### config.mk
export PLATFORM = sky130hd
export DESIGN_NAME = count_monitor
export DESIGN_NICKNAME = d
export VERILOG_FILES = /design/src/rtl/count_mon_pkg.sv /design/src/rtl/count_monitor_sat_counter.sv /design/src/rtl/count_monitor.sv
export SDC_FILE = /design/constraint.sdc
export NUM_CORES = 1
export LEC_CHECK = 0
export BUFFER_PORTS_ARGS = -buffer_cell sky130_fd_sc_hd__buf_2
export CAP_MARGIN = 20
export CORE_MARGIN = 2
export CORE_UTILIZATION = 49
export DETAILED_ROUTE_END_ITERATION = 10
export GPL_TIMING_DRIVEN = 0
export PLACE_DENSITY = 0.75
export SYNTH_ARGS = -nofsm -noshare
export SYNTH_HDL_FRONTEND = slang
export SYNTH_HIERARCHICAL = 1
export SYNTH_SLANG_ARGS = --single-unit
### constraint.sdc
create_clock -name clk -period 2.15 [get_ports clk]
set_input_delay 0.1075 -clock clk [delete_from_list [all_inputs] [get_ports clk]]
set_output_delay 0.1075 -clock clk [all_outputs]
set_load 0.05 [all_outputs]
### src/rtl/count_mon_pkg.sv
// Shared state encoding and default parameters for the counter monitor.
package count_mon_pkg;

    // Encoding 2'd3 is unused; the FSM treats it as IDLE.
    typedef enum logic [1:0] {
        IDLE = 2'd0,
        SYNC = 2'd1,
        LOCK = 2'd2
    } state_t;

    localparam int DEF_WIDTH    = 4;
    localparam int DEF_ERR_W    = 8;
    localparam int DEF_LOCK_CNT = 2;

endpackage

### src/rtl/count_monitor_sat_counter.sv
// Saturating up-counter with synchronous clear; clear beats increment.
module sat_counter #(
    parameter int W = 8
) (
    input  logic         clk,
    input  logic         rst,
    input  logic         inc,
    input  logic         clr,
    output logic [W-1:0] count
);

    // Count up to all-ones and stick there until cleared.
    always_ff @(posedge clk or posedge rst) begin
        if (rst)
            count <= '0;
        else if (clr)
            count <= '0;
        else if (inc && (count != '1))
            count <= count + W'(1);
    end

endmodule

### src/rtl/count_monitor.sv
// Checks a free-running counter and its /2 and /4 taps: locks onto a clean
// +1 sequence, then records step errors, divider mismatches and wraps.
module count_monitor
    import count_mon_pkg::*;
#(
    parameter int WIDTH    = DEF_WIDTH,
    parameter int ERR_W    = DEF_ERR_W,
    parameter int LOCK_CNT = DEF_LOCK_CNT
) (
    input  logic             clk,
    input  logic             rst,
    input  logic             en,
    input  logic             clr,
    input  logic [WIDTH-1:0] cnt_in,
    input  logic             div_2,
    input  logic             div_4,
    output logic             locked,
    output logic             fault,
    output logic             div_err,
    output logic [ERR_W-1:0] err_cnt,
    output logic [ERR_W-1:0] wrap_cnt,
    output logic [WIDTH-1:0] last_bad
);

    localparam int RUN_W = $clog2(LOCK_CNT + 1);

    state_t           state, state_next;
    logic [RUN_W-1:0] run, run_next;
    logic [WIDTH-1:0] prev;

    logic good, div_bad, in_lock, step_err, div_hit, wrap_hit, err_inc;

    // Errors and wraps only count while enabled and locked; with en low the
    // FSM is heading to IDLE and statistics hold.
    assign good     = (cnt_in == prev + WIDTH'(1));
    assign div_bad  = (div_2 != cnt_in[0]) || (div_4 != cnt_in[1]);
    assign in_lock  = en && (state == LOCK);
    assign step_err = in_lock && !good;
    assign div_hit  = in_lock && div_bad;
    assign wrap_hit = in_lock && (prev == '1) && (cnt_in == '0);
    assign err_inc  = step_err || div_hit;

    // Next-state logic: IDLE -> SYNC on enable, SYNC counts good steps up to
    // LOCK_CNT, LOCK drops back to SYNC on the first bad step.
    always_comb begin
        state_next = state;
        run_next   = run;
        if (!en) begin
            state_next = IDLE;
            run_next   = '0;
        end else begin
            case (state)
                IDLE: begin
                    state_next = SYNC;
                    run_next   = '0;
                end
                SYNC: begin
                    if (good) begin
                        if (run + RUN_W'(1) == RUN_W'(LOCK_CNT)) begin
                            state_next = LOCK;
                            run_next   = '0;
                        end else begin
                            run_next = run + RUN_W'(1);
                        end
                    end else begin
                        run_next = '0;
                    end
                end
                LOCK: begin
                    if (!good) begin
                        state_next = SYNC;
                        run_next   = '0;
                    end
                end
                default: begin
                    state_next = IDLE;
                    run_next   = '0;
                end
            endcase
        end
    end

    // State, step history and the registered locked flag.
    always_ff @(posedge clk or posedge rst) begin
        if (rst) begin
            state  <= IDLE;
            run    <= '0;
            prev   <= '0;
            locked <= 1'b0;
        end else begin
            state  <= state_next;
            run    <= run_next;
            prev   <= cnt_in;
            locked <= (state_next == LOCK);
        end
    end

    // Sticky error flags and the value of the latest bad step; clr wins.
    always_ff @(posedge clk or posedge rst) begin
        if (rst) begin
            fault    <= 1'b0;
            div_err  <= 1'b0;
            last_bad <= '0;
        end else if (clr) begin
            fault    <= 1'b0;
            div_err  <= 1'b0;
            last_bad <= '0;
        end else begin
            if (step_err) begin
                fault    <= 1'b1;
                last_bad <= cnt_in;
            end
            if (div_hit)
                div_err <= 1'b1;
        end
    end

    sat_counter #(.W(ERR_W)) u_err_cnt (
        .clk   (clk),
        .rst   (rst),
        .inc   (err_inc),
        .clr   (clr),
        .count (err_cnt)
    );

    sat_counter #(.W(ERR_W)) u_wrap_cnt (
        .clk   (clk),
        .rst   (rst),
        .inc   (wrap_hit),
        .clr   (clr),
        .count (wrap_cnt)
    );

endmodule

==> results.md <==
* Unrepaired setup endpoints after global routing: true
* Synth Net Count at 179
* Simple-gate share of the synthesized area at 0.2135
* Final Hold Viols at 0
* Critical Path Start Type: register
* Setup Skew at 0.004421 ns
* Hold WC Path Type: primary input to register
* Area share of xor/xnor cells in the synthesized design at 0.05623
* Clock transition at path regs at 0.09 ns
* PortBufs at 32
* Final HPWL from detailed placement at 2.573 mm
* Multiplexer share of the synthesized area at 0.07972
* Non-filler instance count after layout at 262
* DRT Pass-1 Iters at 4
* Sequential share of the synthesized area at 0.4413
* YS warnings at 6
* Die width at 63.90 um
* Avg Vias per Cell at 5.435
* Final setup violation count at 0
* Fin Setup TNS at 0 ns
* LEAKAGE at 0.001072 uW
* Number of distinct library cells after synthesis at 40
* Root Driver: clkbuf_4
* Starting Density at 0.5186
* Remaining global-route overflow at 0
* Post-route ant nets at 0
* WP data arrival at 2.34 ns
* Final net count at 228
* CTS tree: yes
* First-pass GRT wire length at 6.368 mm
* # diodes at 0
* Critical path buffer and inverter count at 0
* CTS buffer count at 5
* Gp weighted congestion at 0.7982
* Post-synth ARST share at 1.000
* Worst EP required at 2.37 ns
* Layout area overhead at 22.42%
* Worst-Margin Slew at 0.5661 ns
* # clock sinks at 31
* Critical Path Fanout Max at 3
* Most used DFF post-synth: dfrtp_1
* Placed cell count at 244
* Vias in the first global route at 1412
* CP endpoint kind: register
* CP peak stage delay at 0.39 ns
* Die area at 0.004083 mm2
* Synth Area in Adders at 0.02135
* Chip height at 63.90 um
* WHS at 0.03631 ns
* Final total power at 1034 uW
* Worst-skew pair later-pin latency at 0.33 ns
* Max-slew violations at 0
* Vias at 1424
* H-tree levels at 2
* Combinational family with the most area after synthesis: simple AND/OR/NAND/NOR gates
* Crit path cell chain: ha_2 -> xnor3_1 -> and3_4 -> a41oi_4 -> nand4_1 -> a211oi_2 -> mux2_4
* Post-route DRC at 0
* Initial antenna violation count at 0
* Max clock buf depth at 2
* WS Path Type: register to register
* Register bit total from synthesis at 31
* Max Clk Rate at 473.9 MHz
* Avg Cell Area, Syn at 10.59 um2
* Layout cells sized above 1 at 0.3333
* Core box area at 0.003390 mm2
* Max_slew headroom at 0.6222
* Commonest non-fill, non-tap cells in the layout: 32 x buf_2, 31 x dfrtp_1, 15 x nor2_1, 11 x inv_1, 11 x nor2b_1
* Total GRT Usage at 0.2002
* Final period util at 0.9815
* DR iter-0 viols at 97
* Minimum clock period at 2.110 ns
* Largest net degree at the start of global routing at 16
* IO Pins at 33
* Critical Path Slowest Stage Cell: dfrtp_1
* PwrDens at 480.4 mW/mm2
* Mapped Area at 0.001758 mm2
* Post-synth EDFFs at 0
* Peak VDD IR at 295.5 uV
* Leading cell type in the layout, fill and taps excluded: buf_2
* Site Rows at 21
* Max-Cap Viols at 0
* CP delay by family, top: compound AO/OA/AOI/OAI gates
* Drt wl/cell at 14.16 um
* Status: completed
* Cells after Synth at 166
* Compound-gate portion of the synthesized area at 0.1473
* Final wirelength at 3.710 mm
final cells by class:
cell class,instances,area (um2)
Clock inverter,1,5.005
Multi-Input combinational cell,120,949.7
Inverter,11,41.29
Timing Repair Buffer,42,247.7
Tap cell,46,57.56
Sequential cell,31,775.7
Fill cell,288,1237
Clock buffer,7,45.04
Buffer,4,30.03
through the flow:
step | instance area [um2] | setup WS [ns] | util
final | 2152 | 0.03982 | 0.6349
after global routing | 2152 | -0.07919 | 0.6349
after CTS | 2145 | 0.006167 | 0.6327
after detailed placement | 1997 | -0.1311 | 0.5891
after global placement | 1997 | -0.1187 | 0.5891
after floorplan | 1779 | 0.009128 | -
sequential cells by signal (all words and copies together) (netlist names):
name	count
fault	1
u_wrap_cnt/count	8
u_err_cnt/count	8
div_err	1
run	2
state	2
last_bad	4
locked	1
prev	4
timing repair:
action | in CTS | in global routing
endpoints found under the setup margin | 4 | 5
hold buffers | 5 | 0
pin swaps | 5 | 4
hold endpoints to repair | 35 | 0
buffers inserted | 5 | 0
gates resized for setup | 2 | 1
worst paths after layout:
check | from | end | slack, ns | cells past startpoint
max | prev[1] | u_err_cnt/count[5] | 0.04 | 7
min | en | state[0] | 0.04 | 2
max reg2reg | prev[1] | u_err_cnt/count[5] | 0.04 | 7
min reg2reg | div_err | div_err | 0.51 | 2
max in group asynchronous | rst | div_err | 1.39 | 3
min in group asynchronous | rst | u_wrap_cnt/count[1] | 0.28 | 3
where the power goes:
group / switching [uW] / internal [uW]
Combinational: 65.2 / 47.9
Clock: 200 / 127
Sequential: 5.61 / 588
Total: 271 / 763
Yosys cell counts, types with 2 or more instances:
library cell  number  area (um2)
dfrtp_1           31       775.7
nor2_1            15       56.30
inv_1             11       41.29
nor2b_1           11       68.82
nand2_1           10       37.54
mux2_4             8       120.1
a21oi_1            6       30.03
nand2b_1           6       37.54
nand3_1            6       30.03
a21oi_2            4       35.03
nand4_1            4       25.02
o22ai_1            4       25.02
and4_1             3       26.28
ha_1               3       37.54
o311a_1            3       30.03
xnor2_1            3       26.28
a211oi_2           2       25.02
a21boi_2           2       22.52
a31oi_1            2       12.51
and2b_1            2       15.01
and3_1             2       12.51
buf_6              2       22.52
clkbuf_1           2       7.510
mux2i_1            2       20.02
nand4b_1           2       17.52
nor3_1             2       10.01
o211a_1            2       20.02
o21bai_1           2       15.01
xnor2_2            2       32.53
xor2_1             2       17.52
cells by family after synthesis:
kind of cell / Yosys count
simple gates: 67
xor+xnor: 8
mux: 10
fa+ha+maj: 3
buf+inv: 15
flops: 31
compound gates: 32
metal layers:
layer  routed length (um)  vias to the layer above  global-route usage
met1                 1639                      690              0.2523
met3                  180                       10             0.05634
li1                     -                      687                   -
met4                   91                        0             0.07337
met2                 1798                       37              0.3268
met5                    0                        -                   0
worst register-to-register path, stage by stage, from the launching register on:
cell	delay (ns)
dfrtp_1	0.39
ha_2	0.20
xnor3_1	0.24
and3_4	0.21
a41oi_4	0.22
nand4_1	0.20
a211oi_2	0.23
mux2_4	0.32
(Power assumes the default switching activity.)
